==> src/rtl/boot_pkg.sv <==
// Shared types and constants for the boot-time ROM-to-RAM copy engine.
package boot_pkg;

   localparam int WAIT_W = 4;

   typedef enum logic [2:0] {
      ST_IDLE  = 3'd0,
      ST_ADDR  = 3'd1,
      ST_WAIT  = 3'd2,
      ST_LATCH = 3'd3,
      ST_WRITE = 3'd4,
      ST_NEXT  = 3'd5,
      ST_DONE  = 3'd6
   } state_t;

endpackage

==> src/rtl/boot_addr_counter.sv <==
// Copy address counter: clear, increment, and terminal-count flag at LOAD_LEN-1.
module boot_addr_counter
   import boot_pkg::*;
#(
   parameter int ADDR_W   = 12,
   parameter int LOAD_LEN = 4096
) (
   input  logic              clk,
   input  logic              rst,
   input  logic              i_clr,
   input  logic              i_inc,
   output logic [ADDR_W-1:0] o_count,
   output logic              o_last
);

   localparam logic [ADDR_W-1:0] LAST_ADDR = ADDR_W'(LOAD_LEN - 1);

   logic [ADDR_W-1:0] r_count;

   // Saturates at the last address so a full 2^ADDR_W copy never wraps.
   always_ff @(posedge clk or posedge rst) begin
      if (rst) begin
         r_count <= '0;
      end else if (i_clr) begin
         r_count <= '0;
      end else if (i_inc && !o_last) begin
         r_count <= r_count + 1'b1;
      end
   end

   assign o_count = r_count;
   assign o_last  = (r_count == LAST_ADDR);

endmodule

==> src/rtl/boot_loader.sv <==
// Boot sequencer: copies LOAD_LEN bytes EEPROM -> program RAM, sums them, then releases the core.
module boot_loader
   import boot_pkg::*;
#(
   parameter int ADDR_W      = 12,
   parameter int LOAD_LEN    = 4096,
   parameter int WAIT_CYCLES = 1
) (
   input  logic              clk,
   input  logic              rst,
   input  logic              reload,
   output logic [ADDR_W-1:0] rom_addr,
   output logic              rom_ce_bar,
   input  logic [7:0]        rom_data,
   output logic [ADDR_W-1:0] ram_addr,
   output logic [7:0]        ram_data,
   output logic              ram_ce_bar,
   output logic              ram_we_bar,
   output logic              cpu_rst_bar,
   output logic              busy,
   output logic              done,
   output logic [7:0]        checksum
);

   state_t              r_state;
   state_t              w_state_next;
   logic [WAIT_W-1:0]   r_wait;
   logic                w_clr;
   logic                w_inc;
   logic                w_capture;
   logic [ADDR_W-1:0]   w_count;
   logic                w_last;

   logic [ADDR_W-1:0]   r_ram_addr;
   logic [7:0]          r_ram_data;
   logic [7:0]          r_checksum;
   logic                r_rom_ce_bar;
   logic                r_ram_ce_bar;
   logic                r_ram_we_bar;
   logic                r_cpu_rst_bar;
   logic                r_busy;
   logic                r_done;

   boot_addr_counter #(
      .ADDR_W   (ADDR_W),
      .LOAD_LEN (LOAD_LEN)
   ) u_counter (
      .clk     (clk),
      .rst     (rst),
      .i_clr   (w_clr),
      .i_inc   (w_inc),
      .o_count (w_count),
      .o_last  (w_last)
   );

   always_ff @(posedge clk or posedge rst) begin
      if (rst) begin
         r_state <= ST_IDLE;
      end else begin
         r_state <= w_state_next;
      end
   end

   always_comb begin
      w_state_next = r_state;
      w_clr        = 1'b0;
      w_inc        = 1'b0;
      case (r_state)
         ST_IDLE: begin
            w_clr        = 1'b1;
            w_state_next = ST_ADDR;
         end
         ST_ADDR:  w_state_next = (WAIT_CYCLES == 0) ? ST_LATCH : ST_WAIT;
         ST_WAIT:  if (r_wait <= WAIT_W'(1)) w_state_next = ST_LATCH;
         ST_LATCH: w_state_next = ST_WRITE;
         ST_WRITE: w_state_next = ST_NEXT;
         ST_NEXT: begin
            if (w_last) begin
               w_state_next = ST_DONE;
            end else begin
               w_inc        = 1'b1;
               w_state_next = ST_ADDR;
            end
         end
         ST_DONE:  if (reload) w_state_next = ST_IDLE;
         default:  w_state_next = ST_IDLE;
      endcase
   end

   // ROM data is taken on the edge that enters LATCH, i.e. at the end of the last wait cycle.
   assign w_capture = (w_state_next == ST_LATCH);

   always_ff @(posedge clk or posedge rst) begin
      if (rst) begin
         r_wait <= '0;
      end else if (r_state == ST_ADDR) begin
         r_wait <= WAIT_W'(WAIT_CYCLES);
      end else if (r_state == ST_WAIT) begin
         r_wait <= r_wait - 1'b1;
      end
   end

   // Strobes and status are decoded from the next state so every output comes straight off a flop.
   always_ff @(posedge clk or posedge rst) begin
      if (rst) begin
         r_ram_addr    <= '0;
         r_ram_data    <= '0;
         r_checksum    <= '0;
         r_rom_ce_bar  <= 1'b1;
         r_ram_ce_bar  <= 1'b1;
         r_ram_we_bar  <= 1'b1;
         r_cpu_rst_bar <= 1'b0;
         r_busy        <= 1'b0;
         r_done        <= 1'b0;
      end else begin
         r_rom_ce_bar  <= !((w_state_next == ST_ADDR) || (w_state_next == ST_WAIT));
         r_ram_ce_bar  <= (w_state_next != ST_WRITE);
         r_ram_we_bar  <= (w_state_next != ST_WRITE);
         r_cpu_rst_bar <= (w_state_next == ST_DONE);
         r_done        <= (w_state_next == ST_DONE);
         r_busy        <= !((w_state_next == ST_IDLE) || (w_state_next == ST_DONE));
         if (r_state == ST_IDLE) begin
            r_checksum <= '0;
         end else if (w_capture) begin
            r_checksum <= r_checksum + rom_data;
         end
         if (w_capture) begin
            r_ram_data <= rom_data;
            r_ram_addr <= w_count;
         end
      end
   end

   assign rom_addr    = w_count;
   assign rom_ce_bar  = r_rom_ce_bar;
   assign ram_addr    = r_ram_addr;
   assign ram_data    = r_ram_data;
   assign ram_ce_bar  = r_ram_ce_bar;
   assign ram_we_bar  = r_ram_we_bar;
   assign cpu_rst_bar = r_cpu_rst_bar;
   assign busy        = r_busy;
   assign done        = r_done;
   assign checksum    = r_checksum;

endmodule

==> config.mk <==
export PLATFORM = sky130hd
export DESIGN_NAME = boot_loader
export DESIGN_NICKNAME = d
export VERILOG_FILES = /design/src/rtl/boot_pkg.sv /design/src/rtl/boot_addr_counter.sv /design/src/rtl/boot_loader.sv
export SDC_FILE = /design/constraint.sdc
export NUM_CORES = 1
export LEC_CHECK = 0
export BUFFER_PORTS_ARGS = -buffer_cell sky130_fd_sc_hd__buf_4
export CAP_MARGIN = 20
export CORE_MARGIN = 5
export CORE_UTILIZATION = 40
export DETAILED_ROUTE_END_ITERATION = 8
export PLACE_DENSITY_LB_ADDON = 0.1
export SYNTH_ARGS = -nofsm -noshare
export SYNTH_HDL_FRONTEND = slang
export SYNTH_SLANG_ARGS = --single-unit
==> constraint.sdc <==
create_clock -name clk -period 3.9 [get_ports clk]
set_clock_uncertainty 0.1 [all_clocks]
set_input_delay 0.78 -clock clk [delete_from_list [all_inputs] [get_ports clk]]
set_output_delay 0.78 -clock clk [all_outputs]
set_load 0.005 [all_outputs]
Word-level counts from Yosys, hierarchy flattened --
Index checks and enable logic that the tools add are counted.
Word-level totals: flip-flop bits (word level) 51, ROM bits 0, bits in writable memories 0, memories 0, logic and storage cells 50, bits in latches 0
Operators by class: bitwise logic cells 0, reductions and logical operators 11, div/mod/pow operators 0, $add $sub $neg 3, shift-type cells 0, muxes and demuxes 13, magnitude comparators 1, equal/unequal tests 12, $mul 0
Operator list (number):
- 12-bit two-way mux | 2
- 3-bit case mux with 7 select lines | 1
- 8-bit two-way mux | 2
- 12-bit by 1-bit adder with 12-bit output (second input constant) | 1
- 12-bit == test (second input constant) | 1
- 3-bit by 2-bit == test with 1-bit output (second input constant) | 4
- 3-bit == test (second input constant) | 4
- 3-bit two-way mux | 3
- 8-bit adder | 1
- 4-bit two-way mux | 2
- 3-bit by 1-bit == test with 1-bit output (second input constant) | 2
- 3-bit logical NOT | 2
- 2-bit nonzero test | 3
- 4-bit by 1-bit <= comparator with 1-bit output (second input constant) | 1
- 4-bit by 1-bit subtractor with 4-bit output (second input constant) | 1
- 1-bit logical NOT | 3
- 1-bit two-way mux | 3
- 3-bit inequality test (second input constant) | 1
- 1-bit logical OR | 2
- 1-bit logical AND | 1

Longest topological paths before layout --
Gate-level depths: netlist of the first run.
depth after elaboration 6, gate-level depth with buffers 8

Hierarchy --
From an unflattened synthesis of the first run, not the netlist that was laid out.
Unflattened totals: cells, all modules 285, area, all modules 2611.3 um^2
Modules (own cells, without submodules):
- boot_loader | cells an instance 211, instances 1, area an instance 1900.6 um^2
- boot_addr_counter | cells an instance 74, instances 1, area an instance 710.7 um^2

Worst setup path after synthesis of the first run --
Ideal clock, no wire load.
path kind input-to-reg, start point input rom_data[0], end point register r_checksum[6] (netlist: checksum[6]), stages 7, library setup time 0.134 ns, arrival 2.074 ns, path slack 1.592 ns, cell sequence ha_1 -> fa_1 -> a211oi_1 -> o21bai_1 -> a21oi_1 -> xor2_1 -> o21ai_0
Between the ends: word-level cells in the longest chain between the ends 3
Ends and longest elaborated chain:
- start, declared | RTL line boot_loader.sv:14 | input logic [7:0] rom_data,
- 8-bit adder | RTL line boot_loader.sv:125 | r_checksum <= r_checksum + rom_data;
- 8-bit two-way mux | RTL line boot_loader.sv:124 | end else if (w_capture) begin
- 8-bit two-way mux | RTL line boot_loader.sv:122 | if (r_state == ST_IDLE) begin
- end signal, assigned | RTL line boot_loader.sv:125
- end, declared | RTL line boot_loader.sv:36 | logic [7:0] r_checksum;
No other way between the ends. The select of a mux whose other input is x is not followed. A chain may end at the register's enable or synchronous reset.

Worst setup path in the final report of the first run --
start point register r_state[2], end point register r_ram_data[7] (netlist: ram_data[7])
Between the ends: word-level cells in the longest chain between the ends 3, elaborated cells between the ends (all ways) 11
Ends and longest elaborated chain:
- start, declared | RTL line boot_loader.sv:25 | state_t r_state;
- start signal, assigned | RTL line boot_loader.sv:60 | r_state <= w_state_next;
- 3-bit == test, or another cell as far along | RTL line boot_loader.sv:68 | case (r_state)
- 3-bit case mux with 7 select lines * | RTL line boot_loader.sv:68
- 3-bit by 2-bit == test with 1-bit output * | RTL line boot_loader.sv:91 | assign w_capture = (w_state_next == ST_LATCH);
- end signal, assigned | RTL line boot_loader.sv:128 | r_ram_data <= rom_data;
- end, declared | RTL line boot_loader.sv:35 | logic [7:0] r_ram_data;
Mark *: on every way between the ends. The rest lies on a longest branch, timed or not.

==> flow_metrics.py, run 1 <==
metrics = {
    "clock_tree": {
        "post_cts_buffers": 0,
        "cts_buffer_depth": 2,
        "path_clk_slew_ps": 90,
        "numCtsBuffers": 5,
        "cts_htree_levels": 2,
        "hold_buffers": 0,
        "cts_tree": "done",
        "cts_resized": 0,
        "clkLatencyLatePin_ps": 310,
        "clockRootBuffer": "clkbuf_8",
        "clock-sinks": 51,
    },
    "yosys": {
        "synth_edf_count": 0,
        "synthFlopType": "dfrtp_1",
        "synth_adder_area_share_pct": 5.80,
        "synth_top_area_share_pct": 49.0,
        "synthMuxAreaShare_pct": 10.5,
        "synth_xor_area_share_pct": 4.55,
        "synth_nets": 252,
        "ys_types": 42,
        "async_reset_ff_share_pct": 100,
        "synth_cells": 230,
        "synth_warnings": 0,
        "synthSimpleGateAreaFrac_pct": 13.1,
        "synth_top_area_cell": "dfrtp_1",
        "seq_area_frac_synth_pct": 51.1,
        "synth_top_family_by_area": "simple AND/OR/NAND/NOR gates",
        "syn_area_per_cell_sq_um": 10.9,
        "synth_seq_cells": 51,
        "synth-compound-area-share_pct": 10.9,
        "syn_area_sq_mm": 0.00250,
        "synth.area.top_cells": "dfrtp_1 (49%), mux2_2 (8.1%), ha_1 (5.0%), o21ai_0 (3.4%), nand3_1 (2.6%)",
    },
    "run_status": {
        "status": "finished, final reports clean",
    },
    "grt": {
        "grt_max_degree": 39,
        "use_met3_pct": 3.87,
        "antenna_found_initial": 0,
        "grt_use_met2_pct": 23.5,
        "busiest_layer": "met2",
        "grt_pass1_vias": 1807,
        "track_usage_pct": 14.4,
        "grt_overflow": 0,
        "grt_pass1_wl_um": 8830,
        "use_met1_pct": 18.9,
    },
    "sta": {
        "max_slew_margin_pct": 34.8,
        "finalCriticalPeriod_ps": 2290,
        "setup_ws_ps": 1610,
        "drv_slew": 0,
        "rsz0062_at_grt": "false",
        "worst_pin_slew_ps": 971,
        "fmax_mhz": 437,
        "setup_viol": 0,
        "finalHoldViolations": 0,
        "period_share_pct": 58.7,
        "hold_ws_ps": 413,
        "timing.setup.tns_ps": 0,
    },
    "finish": {
        "fin_cells": 360,
        "fin_nets": 306,
        "final_util_pct": 50.7,
        "final_common_cell": "buf_4",
        "diodes": 0,
        "final_area_sq_mm": 0.00304,
        "multi_input_area_sq_mm": 0.00112,
        "syn_to_final_growth_pct": 21.5,
        "register_area_sq_mm": 0.00128,
        "nFillCells": 564,
        "final_cell_mix": "buf_4 (57), dfrtp_1 (49), mux2_2 (18)",
        "drive_above_1_share_pct": 31.2,
    },
    "floorplan": {
        "rows": 28,
        "num_io_pins": 57,
        "core_sq_mm": 0.00599,
        "die_x_um": 89.1,
        "start_util_pct": 41.8,
        "die_area_sq_mm": 0.00793,
        "fp.dieH_um": 89.1,
    },
    "setup_path": {
        "critPathCaptureType": "flop",
        "worst-setup-path-type": "reg2reg",
        "critPathLaunchType": "flop",
        "critPathMaxFanout": 38,
        "reg2regPathDepth": 4,
        "required_ps": 4000,
        "worstPathArrival_ps": 2390,
    },
    "routing": {
        "via_count": 1860,
        "wirelength_um": 5450,
        "drc": 0,
        "ant_nets": 0,
        "drt_pass1_iterations": 4,
        "wl_per_cell_um": 15.1,
        "vias_per_cell": 5.17,
        "drt_iter0_markers": 53,
    },
    "power": {
        "power_mw": 1.28,
        "power.leakage_nw": 1.48,
        "peakVddDrop_mv": 0.206,
        "cellPowerDensity_mw_per_mm2": 422,
    },
    "flow_run": {
        "maxCapViolCount": 0,
    },
    "worst_hold_path": {
        "holdPathStages": 1,
        "min-delay-path-class": "reg2reg",
    },
    "placement": {
        "place.gp.congestion": 0.799,
        "placed_area_sq_mm": 0.00296,
        "dp.cells": 352,
        "port_buffers": 56,
        "hpwl_um": 3790,
        "pre_cts_slack_ps": 1350,
    },
}
-- per-layer routing --
layer	vias to the layer above	part of all wire [%]
met1	894	47
met4	0	1.1
li1	920	-
met5	-	0
met3	6	5.5
met2	40	46
-- cells in the mapped netlist (3+ instances only) --
master and n:
nand4_1 3, xor2_1 6, o21bai_1 3, nor2_1 15, nand3_1 13, xnor2_1 7, a21oi_1 11, mux2_2 18
o21ai_0 17, mux2i_1 3, dfrtp_1 49, ha_1 10, buf_4 3, inv_1 10, a31oi_1 3, nand2_1 15
clkbuf_1 3, nor3_1 10
-- critical path, cell delays in order (launching register included) --
cell and delay, ps:
dfrtp_1 540, and2b_2 320, nand2b_1 90, or4_4 740
mux2_4 380
-- sequential cells by signal, summed over array words and instances (netlist names) --
name,cells
done,1
r_wait,4
ram_data,8
r_state,3
ram_we_bar,1
u_counter.o_count,12
busy,1
checksum,8
rom_ce_bar,1
ram_addr,12
-- where the power goes --
group	total, mW	switching, mW	internal [mW]
Sequential	0.618	0.0429	0.575
Combinational	0.365	0.174	0.191
Clock	0.299	0.172	0.126
Total	1.28	0.389	0.893
-- logic make-up (layout without fill, tap and decap cells) --
| logic type | after synthesis | after routing |
|---|---|---|
| buf+inv | 20 | 75 |
| xor+xnor | 13 | 13 |
| compound gates | 45 | 45 |
| fa+ha+maj | 11 | 11 |
| mux | 23 | 23 |
| simple gates | 67 | 67 |
| flops | 51 | 51 |
-- area by class of cell --
| type | count | area share (%) |
|---|---|---|
| clock buffers | 7 | 2.51 |
| clock inverters | 1 | 0.165 |
| inverters | 10 | 1.24 |
| multi-input cells | 159 | 36.8 |
| flip-flops and latches | 51 | 42.1 |
| well taps | 75 | 3.09 |
| repair buffers | 57 | 14.1 |
-- worst paths after layout --
| path | from | end | slack, ps |
|---|---|---|---|
| worst max-delay path | r_state[2] | ram_data[7] | 1610 |
| worst min-delay path | ram_addr[10] | ram_addr[10] | 410 |
| worst max register to register | r_state[2] | ram_data[7] | 1610 |
| worst min register to register | ram_addr[10] | ram_addr[10] | 410 |
| max in group asynchronous | rst | ram_we_bar | 2430 |
| min in group asynchronous | rst | ram_addr[11] | 480 |
Power figures use the tool's default switching activity.
==> run 2, diff against run 1 <==
==> constraint.sdc (replaced) <==
create_clock -name clk -period 2.3 [get_ports clk]
set_clock_uncertainty 0.1 [all_clocks]
set_input_delay 0.46 -clock clk [delete_from_list [all_inputs] [get_ports clk]]
set_output_delay 0.46 -clock clk [all_outputs]
set_load 0.005 [all_outputs]
==> flow_metrics.py, run 2 (synthesis gave the netlist of run 1 again) <==
metrics = {
    "run_status": {
        "status": "finished, final reports clean",
    },
    "setup_path": {
        "cpLargestDelayFamily": "adder cells",
        "crit_slowest_cell": "fa_1",
        "worstPathArrival_ps": 2130,
        "critPathMaxFanout": 3,
        "worst_path_largest_cell_delay_ps": 430,
        "path_buf_inv": 0,
        "crit_chain": "ha_1 -> fa_1 -> a211oi_1 -> o21bai_1 -> a21oi_1 -> xor2_1 -> o21ai_0",
        "critPathLaunchType": "flop",
        "critPathCaptureType": "flop",
        "required_ps": 2370,
        "worst-setup-path-type": "reg2reg",
    },
    "sta": {
        "finalCriticalPeriod_ps": 2060,
        "finalHoldViolations": 0,
        "setup_viol": 0,
        "period_share_pct": 89.4,
        "rsz0062_at_grt": "false",
        "worst_pin_slew_ps": 677,
        "drv_slew": 0,
        "max_slew_margin_pct": 54.7,
        "setup_ws_ps": 244,
        "hold_ws_ps": 90.7,
        "fmax_mhz": 486,
        "timing.setup.tns_ps": 0,
    },
    "routing": {
        "met3_length_um": 299,
        "drt_iter0_markers": 94,
        "wl_met2_um": 2480,
        "topRoutingLayerUsed": "met4",
        "wl_per_cell_um": 14.4,
        "ant_nets": 0,
        "vias_per_cell": 5.16,
        "drt_pass1_iterations": 4,
        "wirelength_um": 5270,
        "via_count": 1895,
        "drc": 0,
        "wl_met1_um": 2450,
    },
    "grt": {
        "grt_pass1_wl_um": 8900,
        "grt_overflow": 0,
        "antenna_found_initial": 0,
        "track_usage_pct": 14.2,
        "grt_pass1_vias": 1870,
        "grt_max_degree": 52,
    },
    "placement": {
        "placed_area_sq_mm": 0.00302,
        "pre_cts_slack_ps": 68.7,
        "port_buffers": 56,
        "place.gp.congestion": 0.787,
        "hpwl_um": 3740,
        "dp.cells": 359,
    },
    "finish": {
        "diodes": 0,
        "fin_cells": 367,
        "drive_above_1_share_pct": 33.2,
        "final_cell_mix": "buf_4 (63), dfrtp_1 (49), mux2_2 (18)",
        "final_area_sq_mm": 0.00311,
        "final_common_cell": "buf_4",
        "syn_to_final_growth_pct": 24.3,
        "fin_nets": 313,
    },
    "floorplan": {
        "core_sq_mm": 0.00599,
        "die_x_um": 89.1,
        "rows": 28,
        "die_area_sq_mm": 0.00793,
        "fp.dieH_um": 89.1,
        "num_io_pins": 57,
        "start_util_pct": 41.8,
    },
    "clock_tree": {
        "path_clk_slew_ps": 90,
        "cts_htree_levels": 2,
        "hold_buffers": 0,
        "numCtsBuffers": 5,
        "post_cts_buffers": 0,
        "cts_resized": 0,
        "clock-sinks": 51,
        "cts_tree": "done",
        "clkLatencyLatePin_ps": 300,
        "clockRootBuffer": "clkbuf_8",
        "cts_buffer_depth": 2,
    },
    "worst_hold_path": {
        "min-delay-path-class": "in2async",
    },
    "power": {
        "power.leakage_nw": 1.52,
        "p_clk_share_pct": 23.5,
        "p_comb_share_pct": 28.3,
        "peakVddDrop_mv": 0.299,
        "cellPowerDensity_mw_per_mm2": 699,
        "p_int_mw": 1.52,
        "swShare_pct": 30.3,
        "seq_power_share_pct": 48.2,
        "p_sw_mw": 0.657,
    },
    "flow_run": {
        "maxCapViolCount": 0,
    },
}
==> run 2: path summary, 6_finish.rpt <==
kind | startpoint | to | slack [ps] | cells after the start
max | checksum[0] | checksum[6] | 240 | 7
max in group asynchronous | rst | rom_ce_bar | 1710 | 3
min in group clk | rom_data[3] | ram_data[3] | 300 | 2
max reg2reg | checksum[0] | checksum[6] | 240 | 7
min | rst | ram_data[7] | 90 | 3
min reg2reg | ram_data[6] | ram_data[6] | 410 | 1
==> run 2: power by group through the flow <==
stage	Clock, mW	Sequential (mW)	Combinational (mW)
floorplan	0	1.06	0.397
global placement	0	1.06	0.612
detailed placement	0	1.07	0.624
CTS	0.532	1.05	0.628
global route	0.564	1.06	0.699
finish	0.511	1.05	0.615
==> run 2: tightest hold or removal path, delay by kind of cell <==
kind | cells | cell delay (ps)
buffers and inverters | 3 | 410
==> run 2: per-stage QoR <==
| stage | util (%) | power, mW |
|---|---|---|
| 2_1_floorplan | - | 1.46 |
| 3_3_place_gp | 50.5 | 1.68 |
| 3_5_place_dp | 50.5 | 1.69 |
| 4_1_cts | 51.9 | 2.21 |
| 5_1_grt | 51.9 | 2.32 |
| 6_report | 51.9 | 2.17 |
==> run 2: per-layer routing <==
metal,track usage (%),up-vias
met5,0,-
li1,-,934
met1,18.6,904
met3,3.04,5
met2,24.0,52
met4,3.65,0
==> run 2: final cells by class <==
cell class | instances | area, sq um
well taps | 75 | 93.8
flip-flops and latches | 51 | 1280
clock buffers | 6 | 72.6
repair buffers | 64 | 493
clock inverters | 2 | 12.5
multi-input cells | 159 | 1120
fillers | 548 | 2880
inverters | 10 | 37.5
==> run 3, diff against run 2 <==
--- a/config.mk
+++ b/config.mk
@@ -5,11 +5,13 @@
 export SDC_FILE = /design/constraint.sdc
 export NUM_CORES = 1
 export LEC_CHECK = 0
-export BUFFER_PORTS_ARGS = -buffer_cell sky130_fd_sc_hd__buf_4
+export ABC_CLOCK_PERIOD_IN_PS = 2300
 export CAP_MARGIN = 20
 export CORE_MARGIN = 5
 export CORE_UTILIZATION = 40
 export DETAILED_ROUTE_END_ITERATION = 8
+export DONT_BUFFER_PORTS = 1
+export GPL_TIMING_DRIVEN = 0
 export PLACE_DENSITY_LB_ADDON = 0.1
 export SYNTH_ARGS = -nofsm -noshare
 export SYNTH_HDL_FRONTEND = slang
==> flow_metrics.py, run 3 (synthesis gave the netlist of run 1 again) <==
metrics = {
    "grt": {
        "grt_use_met2_pct": 24.6,
        "grt_overflow": 0,
        "busiest_layer": "met2",
        "grt_pass1_vias": 1790,
        "use_met1_pct": 17.8,
        "grt_pass1_wl_um": 8850,
        "track_usage_pct": 14.6,
        "grt_max_degree": 31,
        "use_met3_pct": 4.52,
        "antenna_found_initial": 0,
    },
    "finish": {
        "drive_above_1_share_pct": 17.2,
        "multi_input_area_sq_mm": 0.00112,
        "final_cell_mix": "dfrtp_1 (49), mux2_2 (18), o21ai_0 (17)",
        "final_area_sq_mm": 0.00274,
        "register_area_sq_mm": 0.00128,
        "nFillCells": 563,
        "diodes": 0,
        "final_common_cell": "dfrtp_1",
        "syn_to_final_growth_pct": 9.40,
        "fin_nets": 261,
    },
    "routing": {
        "ant_nets": 0,
        "vias_per_cell": 5.38,
        "wirelength_um": 5240,
        "drt_pass1_iterations": 4,
        "drc": 0,
        "via_count": 1689,
        "wl_per_cell_um": 16.7,
        "drt_iter0_markers": 56,
    },
    "setup_path": {
        "critPathLaunchType": "flop",
        "timing.rr.end": "rom_ce_bar",
        "r2r_slack_ps": 200,
        "required_ps": 2430,
        "worst-setup-path-type": "reg2reg",
        "r2r-start": "u_counter.o_count[0]",
        "critPathCaptureType": "flop",
        "critPathMaxFanout": 7,
        "cp-startpoint": "u_counter.o_count[0]",
        "worstPathArrival_ps": 2230,
        "reg2regPathDepth": 6,
    },
    "clock_tree": {
        "numCtsBuffers": 5,
        "path_clk_slew_ps": 90,
        "clockRootBuffer": "clkbuf_8",
        "cts_tree": "done",
        "clkLatencyLatePin_ps": 300,
        "clock-sinks": 51,
        "cts_htree_levels": 2,
        "cts_buffer_depth": 2,
        "post_cts_buffers": 0,
    },
    "sta": {
        "worst_pin_slew_ps": 1030,
        "finalHoldViolations": 0,
        "setup_ws_ps": 200,
        "timing.setup.tns_ps": 0,
        "max_slew_margin_pct": 30.9,
        "rsz0062_at_grt": "false",
        "drv_slew": 0,
        "period_share_pct": 91.3,
        "setup_viol": 0,
        "finalCriticalPeriod_ps": 2100,
        "fmax_mhz": 476,
    },
    "power": {
        "seq_power_share_pct": 49.7,
        "p_clk_share_pct": 28.7,
        "p_int_mw": 1.52,
        "p_sw_mw": 0.627,
        "p_comb_share_pct": 21.6,
        "peakVddDrop_mv": 0.403,
        "cellPowerDensity_mw_per_mm2": 784,
        "swShare_pct": 29.2,
        "power.leakage_nw": 1.25,
    },
    "floorplan": {
        "die_area_sq_mm": 0.00793,
        "die_x_um": 89.1,
        "rows": 28,
        "num_io_pins": 57,
        "fp.dieH_um": 89.1,
        "core_sq_mm": 0.00599,
        "start_util_pct": 41.8,
    },
    "placement": {
        "place.gp.congestion": 0.757,
        "hpwl_um": 3830,
        "placed_area_sq_mm": 0.00262,
        "pre_cts_slack_ps": 150,
        "port_buffers": 0,
    },
    "worst_hold_path": {
        "hp-start": "rom_data[7]",
        "holdPathStages": 1,
        "min-delay-path-class": "in2reg",
        "holdPathEnd": "ram_data[7]",
    },
    "run_status": {
        "status": "finished, final reports clean",
    },
    "flow_run": {
        "maxCapViolCount": 0,
    },
}
## run 3: metrics by stage
step	total power [mW]	hold slack, ps	utilization (%)	cells
5_1_grt	2.30	180	45.7	314
2_1_floorplan	1.46	384	-	230
3_3_place_gp	1.55	418	43.3	305
6_report	2.15	194	45.7	314
3_5_place_dp	1.56	305	43.7	306
4_1_cts	2.19	179	45.6	314
## run 3: how the worst max path moves through the flow
stage,cells past startpoint,endpoint,slack [ps]
after floorplan,7,checksum[6],310
after global placement,1,r_wait[3],-100
after detailed placement,6,u_counter.o_count[3],150
after CTS,6,u_counter.o_count[3],120
after global routing,6,u_counter.o_count[3],20
final,6,rom_ce_bar,200
## run 3: worst max-delay path, cell delays in order (launching register included)
cell	delay [ps]
dfrtp_1	480
ha_1	270
nand3_1	150
nor3_2	80
a31oi_1	530
inv_1	90
a211o_1	320
## run 3: power groups by stage
| stage | Combinational [mW] | Sequential, mW | Clock [mW] |
|---|---|---|---|
| final | 0.464 | 1.07 | 0.616 |
| after global routing | 0.530 | 1.09 | 0.681 |
| after floorplan | 0.397 | 1.06 | 0 |
| after detailed placement | 0.469 | 1.09 | 0 |
| after CTS | 0.474 | 1.07 | 0.645 |
| after global placement | 0.461 | 1.09 | 0 |
## run 3: layer usage
layer | routed length (um) | vias up | share of wire, %
met1 | 2330 | 820 | 44
met5 | 0 | - | 0
met3 | 343 | 5 | 6.5
met4 | 76 | 0 | 1.5
li1 | - | 829 | -
met2 | 2490 | 35 | 48
## run 3: layout make-up
class,count,share of cell area (%)
clock inverter,2,1.37
tap,75,3.43
timing repair buffer,2,1.10
sequential,51,46.7
multi-input combinational,159,41.1
buffer,10,2.38
clock buffer,5,2.51
inverter,10,1.37
## run 3: repair_timing
item                       in CTS  in global routing
gates resized for setup         0                  1
setup endpoints to repair       0                  7
hold buffers                    1                  0
hold endpoints to repair       21                  0
